[src/rtl/cipher_frame_tx.sv]
// cipher_frame_tx: queues encrypter output blocks and sends each one as a sync/data/checksum byte frame.
// Define CIPHER_TX_KEY_EN to store the key with each block and append it to the frame.
module cipher_frame_tx #(
    parameter int          DEPTH     = 4,
    parameter int          ADDR_W    = 2,
    parameter logic [7:0]  SYNC_BYTE = 8'hA5
) (
    input  logic              clk,
    input  logic              rst_n,
    input  logic              enc_status,
    input  logic [0:63]       cipher_in,
    input  logic [0:63]       key_in,
    output logic [7:0]        tx_data,
    output logic              tx_valid,
    input  logic              tx_ready,
    output logic              busy,
    output logic [ADDR_W:0]   fifo_count,
    output logic              overflow
);
`ifdef CIPHER_TX_KEY_EN
    localparam int         EW   = 128;
    localparam logic [3:0] LAST = 4'd15;
    logic [0:EW-1] entry;
    assign entry = {cipher_in, key_in};
`else
    localparam int         EW   = 64;
    localparam logic [3:0] LAST = 4'd7;
    logic [0:EW-1] entry;
    logic          unused_key;
    assign entry      = cipher_in;
    assign unused_key = ^key_in;
`endif

    typedef enum logic [1:0] {IDLE, SYNC, DATA, CSUM} state_t;

    state_t            state;
    logic [0:EW-1]     mem [DEPTH];
    logic [ADDR_W-1:0] wr_ptr, rd_ptr;
    logic              status_q;
    logic [3:0]        byte_idx, nxt_idx;
    logic [7:0]        csum, csum_nxt;
    logic [0:EW-1]     head, head_sh;
    logic              hs, push, pop, full, wr_en;

    assign hs       = tx_valid && tx_ready;
    assign push     = enc_status && !status_q;
    assign full     = fifo_count == (ADDR_W+1)'(DEPTH);
    assign pop      = hs && state == CSUM;
    // a full FIFO still accepts a push when the head is retired on the same edge
    assign wr_en    = push && (!full || pop);
    assign head     = mem[rd_ptr];
    assign nxt_idx  = byte_idx + 4'd1;
    assign head_sh  = head << {nxt_idx, 3'b000};
    assign csum_nxt = csum ^ tx_data;
    assign busy     = state != IDLE;

    always_ff @(posedge clk)
        if (wr_en) mem[wr_ptr] <= entry;

    always_ff @(posedge clk or negedge rst_n) begin
        if (!rst_n) begin
            status_q   <= 1'b0;
            wr_ptr     <= '0;
            rd_ptr     <= '0;
            fifo_count <= '0;
            overflow   <= 1'b0;
            state      <= IDLE;
            tx_data    <= 8'h00;
            tx_valid   <= 1'b0;
            byte_idx   <= 4'd0;
            csum       <= 8'h00;
        end else begin
            status_q   <= enc_status;
            if (wr_en) wr_ptr <= wr_ptr + ADDR_W'(1);
            if (pop) rd_ptr <= rd_ptr + ADDR_W'(1);
            if (push && full && !pop) overflow <= 1'b1;
            fifo_count <= fifo_count + (ADDR_W+1)'(wr_en) - (ADDR_W+1)'(pop);
            case (state)
                IDLE: if (fifo_count != '0) begin
                    state    <= SYNC;
                    tx_data  <= SYNC_BYTE;
                    tx_valid <= 1'b1;
                end
                SYNC: if (hs) begin
                    state    <= DATA;
                    byte_idx <= 4'd0;
                    csum     <= 8'h00;
                    tx_data  <= head[0:7];
                end
                DATA: if (hs) begin
                    csum <= csum_nxt;
                    if (byte_idx == LAST) begin
                        state   <= CSUM;
                        tx_data <= csum_nxt;
                    end else begin
                        byte_idx <= nxt_idx;
                        tx_data  <= head_sh[0:7];
                    end
                end
                CSUM: if (hs) begin
                    if (fifo_count > (ADDR_W+1)'(1)) begin
                        state   <= SYNC;
                        tx_data <= SYNC_BYTE;
                    end else begin
                        state    <= IDLE;
                        tx_valid <= 1'b0;
                    end
                end
                default: state <= IDLE;
            endcase
        end
    end
endmodule

[config.mk]
export PLATFORM = sky130hd
export DESIGN_NAME = cipher_frame_tx
export DESIGN_NICKNAME = d
export VERILOG_FILES = /design/src/rtl/cipher_frame_tx.sv
export SDC_FILE = /design/constraint.sdc
export NUM_CORES = 1
export LEC_CHECK = 0
export BUFFER_PORTS_ARGS = -buffer_cell sky130_fd_sc_hd__buf_2
export CORE_MARGIN = 5
export CORE_UTILIZATION = 45
export CTS_BUF_LIST = sky130_fd_sc_hd__clkbuf_2 sky130_fd_sc_hd__clkbuf_4 sky130_fd_sc_hd__clkbuf_8
export CTS_CLUSTER_SIZE = 25
export DETAILED_ROUTE_END_ITERATION = 10
export GPL_TIMING_DRIVEN = 0
export SKIP_CTS_REPAIR_TIMING = 1
export SYNTH_ARGS = -nofsm -noshare
export SYNTH_HDL_FRONTEND = slang
export SYNTH_SLANG_ARGS = --single-unit
[constraint.sdc]
create_clock -name clk -period 4.4 [get_ports clk]
set_input_delay 0.44 -clock clk [delete_from_list [all_inputs] [get_ports clk]]
set_output_delay 0.44 -clock clk [all_outputs]
set_load 0.02 [all_outputs]
==> metrics, run 1 <==
outcome complete, but fails checks; failing checks negative hold slack; Cell Pwr Density about 650 mW/mm2; startpoint types flip-flop; Power, Total 8.88 mW; Main synth FF type edfxtp_1; Final min period 2.80 ns; Switching Share around a third; clock transition at the registers of the reported paths around 0.060 ns; Finished Layout Cells 1149; CTS tree built; area of the die around 0.030 mm2; Internal just under 6 mW; Yosys top cell area share 64.8%; first-pass GRT wire length 38.9 mm; YS warnings 0; # setup viols final 0; vias in the first global route ~6.6k; DRT Wirelength ~26 mm; endpoints failing hold 32; initial core utilization 45.7%; Setup CP Type flip-flop to flip-flop; GR Overflow Total 0; share of layout cells above drive strength 1 32.2%; Max Freq 357 MHz; Clock Sinks 288; Clock power frac 25.1%; # port buffers 81; largest net degree at the start of global routing 39; Yosys top cell by area edfxtp_1; Skew-Pair Late Insertion Delay 0.54 ns; Max-slew headroom 45.0%; DR pass1 iterations 7; post-route clock period utilization 63.7%; num ports 146; antenna violations before repair 1; Leak 4.84 nW; hold slack -0.0311 ns; VDD IR-drop max around 0.35 mV; largest family of logic cells by synthesized area multiplexers; Post-Syn Area 0.0119 mm2; mux contribution to synthesized area 14.2%; crit path DAT 3.24 ns; routed vias/inst 5.56; # DRC 0; initial DRC count 410; Routability Congestion roughly 0.86; post-synth cell types between 50 and 60; fraction of registers with async set/reset 11.1%; clk root buf clkbuf_8; CTS Buf Count 46; Die Height 172 um; Synth Area in Simple Gates 4.94%; Avg Inst Size Synth 18.5 um2; pins over their slew limit 0; Synth Register Bits 288; CP endpoint kind flip-flop; largest cells by area after synthesis edfxtp_1 (65%), mux4_2 (13%), dfrtp_1 (6.7%), ha_1 (1.4%), nand2_1 (1.2%); RR Startpoint tx_valid$_DFFE_PN0P_; XOR/XNOR share of the synthesized area less than 1%; Layout Utilization 52.9%; H-tree Lvls 2; RSZ-0062 raised after global routing no; row count slightly below 60; Die X-Extent between 150 and 200 um; vias between 6k and 7k; clock skew approximately 0.02 ns; Synth Area in Compound Gates about 5%; DP Wirelength 17.2 mm; dpl cells 1063; P_sw ~3 mW; Layout Nets 923; Critical Path RT about 4.8 ns; Post-Synth Adder-Cell Area 1.54%; Area Growth Syn to Fin 15.7%; Min-Delay Path Class input pin to async pin; Antenna Nets Post-Route 0; gr usage total 17.4%; Seq/Total Area, Yosys 71.5%; Core Area about 0.026 mm2; peak fanout along the critical path 8; ANT cells 0; worst-margin pin slew 0.823 ns; syn_nets 789; Comb power frac 34.7%; Post-synth EDFFs roughly 260; routed len/inst 22.3 um; CP startpoint tx_valid$_DFFE_PN0P_; max-capacitance violation count 0; Clock Tree Buf Depth 3; sequential power share 40.2%; Gate Count Post-Synth 643
[Yosys cell counts, types with 7 or more instances]
master	n
nand4_1	8
dfrtp_1	32
buf_6	7
ha_1	13
a22oi_1	8
inv_1	18
clkbuf_1	11
o21ai_0	18
and2_1	7
nand3_1	18
a21oi_1	12
edfxtp_1	256
nand2_1	39
mux2i_1	14
nor2_1	19
buf_2	9
mux4_2	66
[final cells by class]
| cell class | instances | area [um2] |
|---|---|---|
| Buffer | 35 | 219 |
| Clock buffer | 64 | 806 |
| Clock inverter | 21 | 118 |
| Fill cell | 2116 | 12300 |
| Inverter | 18 | 67.6 |
| Multi-Input combinational cell | 302 | 3110 |
| Sequential cell | 288 | 8490 |
| Tap cell | 335 | 419 |
| Timing Repair Buffer | 86 | 510 |
[critical path, cell delays in order (launching register included)]
cell and delay [ns]:
dfrtp_1 0.48, and2_1 0.17, clkbuf_2 0.22, nand2_1 0.18, nand3_1 0.12, and2_1 0.12
clkbuf_1 0.29, inv_1 0.08, ha_1 0.28, inv_1 0.05, ha_1 0.12, inv_1 0.04
fa_1 0.37, xor2_1 0.17
[layout by cell type, fill, tap and decap left out, types with 7 or more instances in the layout]
cell and n:
edfxtp_1 256, buf_2 90, mux4_2 66, clkbuf_8 52, nand2_1 39, dfrtp_1 32, nor2_1 19, inv_1 18
nand3_1 18, o21ai_0 18, mux2i_1 14, ha_1 13, a21oi_1 12, clkbuf_4 12, clkbuf_1 11, clkinv_1 10
clkinv_2 10, a22oi_1 8, nand4_1 8, buf_6 7
[path summary, 6_finish.rpt]
path | endpoint | slack (ns) | cells past startpoint
worst max-delay path | fifo_count[2]$_DFF_PN0_ | 1.60 | 13
worst min-delay path | byte_idx[0]$_DFFE_PN0P_ | -0.03 | 1
worst max register to register | fifo_count[2]$_DFF_PN0_ | 1.60 | 13
worst min register to register | overflow$_DFFE_PN0P_ | 0.47 | 1
max in group asynchronous | tx_data[0]$_DFFE_PN0P_ | 3.93 | 1
min in group clk | mem[0][48]$_DFFE_PP_ | 0.11 | 1
[layer usage]
metal / share of wire [%] / global-route usage (%) / up-vias / wire [um]
met5: 0.043 / 0 / - / 11
met4: 1.8 / 4.65 / 2 / 458
met2: 49 / 28.7 / 206 / 12700
met1: 43 / 24.1 / 3274 / 11000
met3: 6.1 / 3.48 / 35 / 1550
li1: - / - / 2877 / -
[power by group through the flow]
stage                     registers [mW]  logic [mW]  clock network (mW)
after floorplan                     3.64        2.09                   0
after global placement              3.63        3.00                   0
after detailed placement            3.62        3.10                   0
after CTS                           3.57        3.11                2.28
after global routing                3.60        3.33                2.42
final                               3.57        3.08                2.23
[state kept, by name (all words and copies together), names as in the netlist]
register    flops
tx_data         8
csum            8
mem           256
overflow        1
fifo_count      3
byte_idx        4
rd_ptr          2
tx_valid        1
status_q        1
state           2
wr_ptr          2
[kinds of logic after synthesis]
logic type	count (synthesis)
muxes	85
adders and majority gates	14
buffers and inverters	53
AOI/OAI and AO/OA	81
DFF	288
xor gates and xnor gates	6
and+or+nand+nor	116
[stage by stage]
stage	setup slack, ns	hold slack [ns]	instance area (um2)	setup TNS, ns
2_1_floorplan	1.04	0.144	11900	0
3_3_place_gp	-0.438	0.448	12700	-108.33
3_5_place_dp	1.51	0.463	12800	0
4_1_cts	1.57	-0.0257	13700	0
5_1_grt	1.37	0.00901	13700	0
6_report	1.60	-0.0311	13700	0
No activity file was read; power rests on OpenSTA's default activity.
==> run 2, diff against run 1 <==
==> constraint.sdc (replaced) <==
create_clock -name clk -period 2.6 [get_ports clk]
set_input_delay 0.26 -clock clk [delete_from_list [all_inputs] [get_ports clk]]
set_output_delay 0.26 -clock clk [all_outputs]
set_load 0.02 [all_outputs]
==> metrics, run 2 (synthesized netlist as in run 1, its figures left out) <==
startpoint types flip-flop; CTS tree built; ANT cells 0 (unchanged); VDD IR-drop max 0.646 mV (+84%); H-tree Lvls 2 (unchanged); clock skew 0.0185 ns (-0.00199 ns); FF/Latch Area 0.00849 mm2 (about the same); busiest grt layer met2; initial DRC count 486 (+19%); P_sw 5.02 mW (+70%); commonest non-fill, non-tap cell in the layout edfxtp_1; initial core utilization 45.7% (unchanged); kind of cell adding the most delay to the critical path buffers and inverters; Internal 10.1 mW (+71%); GR Overflow Total 0 (unchanged); Antenna Nets Post-Route 0 (unchanged); Max-slew headroom 48.5% (+3.4 points); footprint of the multi-input gates 0.00312 mm2 (+0.48%); clk root buf clkbuf_8; # DRC 0 (unchanged); Clock Sinks 288 (unchanged); DR pass1 iterations 5 (-2); share of layout cells above drive strength 1 30.9% (-1.3 points); fillcell total 2083 (-1.6%); Power, Total 15.1 mW (+70%); Skew-Pair Late Insertion Delay 0.55 ns (about the same); Biggest register mem; DRT Wirelength 26.6 mm (+3.9%); CTS Buf Count 48 (+4.3%); Comb power frac 35.2% (+0.5 points); cell mode on critical path buf_2; Cell Pwr Density 1050 mW/mm2 (+62%); Final min period 2.43 ns (-0.373 ns); hold_sp tx_ready; first-pass GRT wire length 39.7 mm (+2.1%); vias in the first global route 6756 (+1.7%); row count 59 (unchanged); Cell Chain, Critical Path buf_2 -> buf_2 -> buf_2 -> mux4_2 -> mux2i_1 -> nand2_1 -> nand4_1 -> o211ai_1; # setup viols final 0 (unchanged); RSZ-0062 raised after global routing no; Min-Delay Path Class input pin to flip-flop; Die Height 172 um (unchanged); crit path DAT 2.84 ns (-0.40 ns); pins over their slew limit 0 (unchanged); final setup TNS 0 ns (unchanged); max-capacitance violation count 0 (unchanged); area of the die 0.0297 mm2 (unchanged); Critical-path top delay cell dfrtp_1; routed len/inst 22.0 um (-1.2%); most frequent cells in the layout edfxtp_1 (256), buf_2 (90), mux4_2 (66), dlygate4sd3_1 (66), clkbuf_8 (50); DP Area 0.0128 mm2 (+0.12%); CP bufs+invs 3 (-2); CP endpoint kind flip-flop; post-route clock period utilization 93.5% (+30 points); M1 GR Usage 24.1% (+0.046 points); largest net degree at the start of global routing 44 (+13%); gr usage total 17.9% (+0.48 points); Routability Congestion 0.859 (-0.16%); Clock power frac 24.8% (-0.3 points); Clock Tree Buf Depth 3 (unchanged); RR Startpoint byte_idx[0]$_DFFE_PN0P_; peak fanout along the critical path 10 (+2); DP Wirelength 17.6 mm (+2.0%); Area Growth Syn to Fin 21.2%; Core Area 0.0260 mm2 (unchanged); vias 6706 (+4.9%); worst-margin pin slew 0.773 ns (-0.0500 ns); Max Freq 411 MHz (+15%); sequential power share 39.9% (-0.3 points); num ports 146 (unchanged); cell area after layout 0.0144 mm2 (+4.8%); largest registers mem x256, csum x8, tx_data x8; Critical Path RT 3.01 ns (-1.82 ns); clock transition at the registers of the reported paths 0.06 ns (about the same); Die X-Extent 172 um (unchanged); outcome completed; delay of the slowest cell on the worst path 0.40 ns (-0.08 ns); routed vias/inst 5.55 (-0.24%); hold slack 0.158 ns (+0.189 ns); Setup CP Type flip-flop to flip-flop; antenna violations before repair 0 (-1); met3 Use GR 4.25% (+0.78 points); max reg flops 256 (unchanged); Leak 5.10 nW (+5.5%); endpoints failing hold 0 (-100%); CP startpoint byte_idx[0]$_DFFE_PN0P_; Switching Share 33.2% (-0.085 points); M2 GR Usage 29.6% (+0.86 points); Layout Nets 989 (+7.2%); # port buffers 81 (unchanged)
run 2: area by class of cell:
class | count | share of cell area (%)
plain buffers | 34 | 1.53
clock buffers | 73 | 5.98
clock inverters | 7 | 0.269
inverters | 18 | 0.469
multi-input cells | 302 | 21.7
flip-flops and latches | 288 | 59.0
well taps | 335 | 2.91
repair buffers | 151 | 8.17
run 2: worst reg2reg max path: cells and delay by family (launching register included):
kind                   cells  cell delay (ns)
AOI/OAI and AO/OA          1             0.09
buffers and inverters      3             1.05
DFF                        1             0.40
muxes                      2             0.55
and+or+nand+nor            2             0.19
run 2: final timing paths:
path,end,slack [ns],depth (start not counted)
max,tx_data[0]$_DFFE_PN0P_,0.17,8
min reg2reg,overflow$_DFFE_PN0P_,0.49,1
max reg2reg,tx_data[0]$_DFFE_PN0P_,0.17,8
min,tx_valid$_DFFE_PN0P_,0.16,4
min in group asynchronous,rd_ptr[1]$_DFFE_PN0P_,0.32,2
max in group asynchronous,tx_valid$_DFFE_PN0P_,1.75,2
run 2: stage by stage:
| stage | std cells | setup WS, ns | utilization (%) |
|---|---|---|---|
| final | 1208 | 0.169 | 55.4 |
| after global routing | 1208 | 0.0190 | 55.4 |
| after CTS | 1143 | -0.243 | 52.8 |
| after detailed placement | 1063 | -0.209 | 49.3 |
| after global placement | 1059 | -0.806 | 48.9 |
| after floorplan | 643 | -0.0640 | - |
run 2: power by group through the flow:
stage	registers, mW	clock network (mW)	logic, mW
5_1_grt	6.10	4.09	5.75
3_5_place_dp	6.12	0	5.28
3_3_place_gp	6.10	0	5.09
6_report	6.04	3.76	5.33
4_1_cts	6.04	3.86	5.29
2_1_floorplan	6.14	0	3.54
run 2: layer usage:
metal  vias to the layer above  wire [um]
met5                         -          0
met4                         0        559
met3                        40       1850
met2                       262      13200
met1                      3398      11000
li1                       3006          -
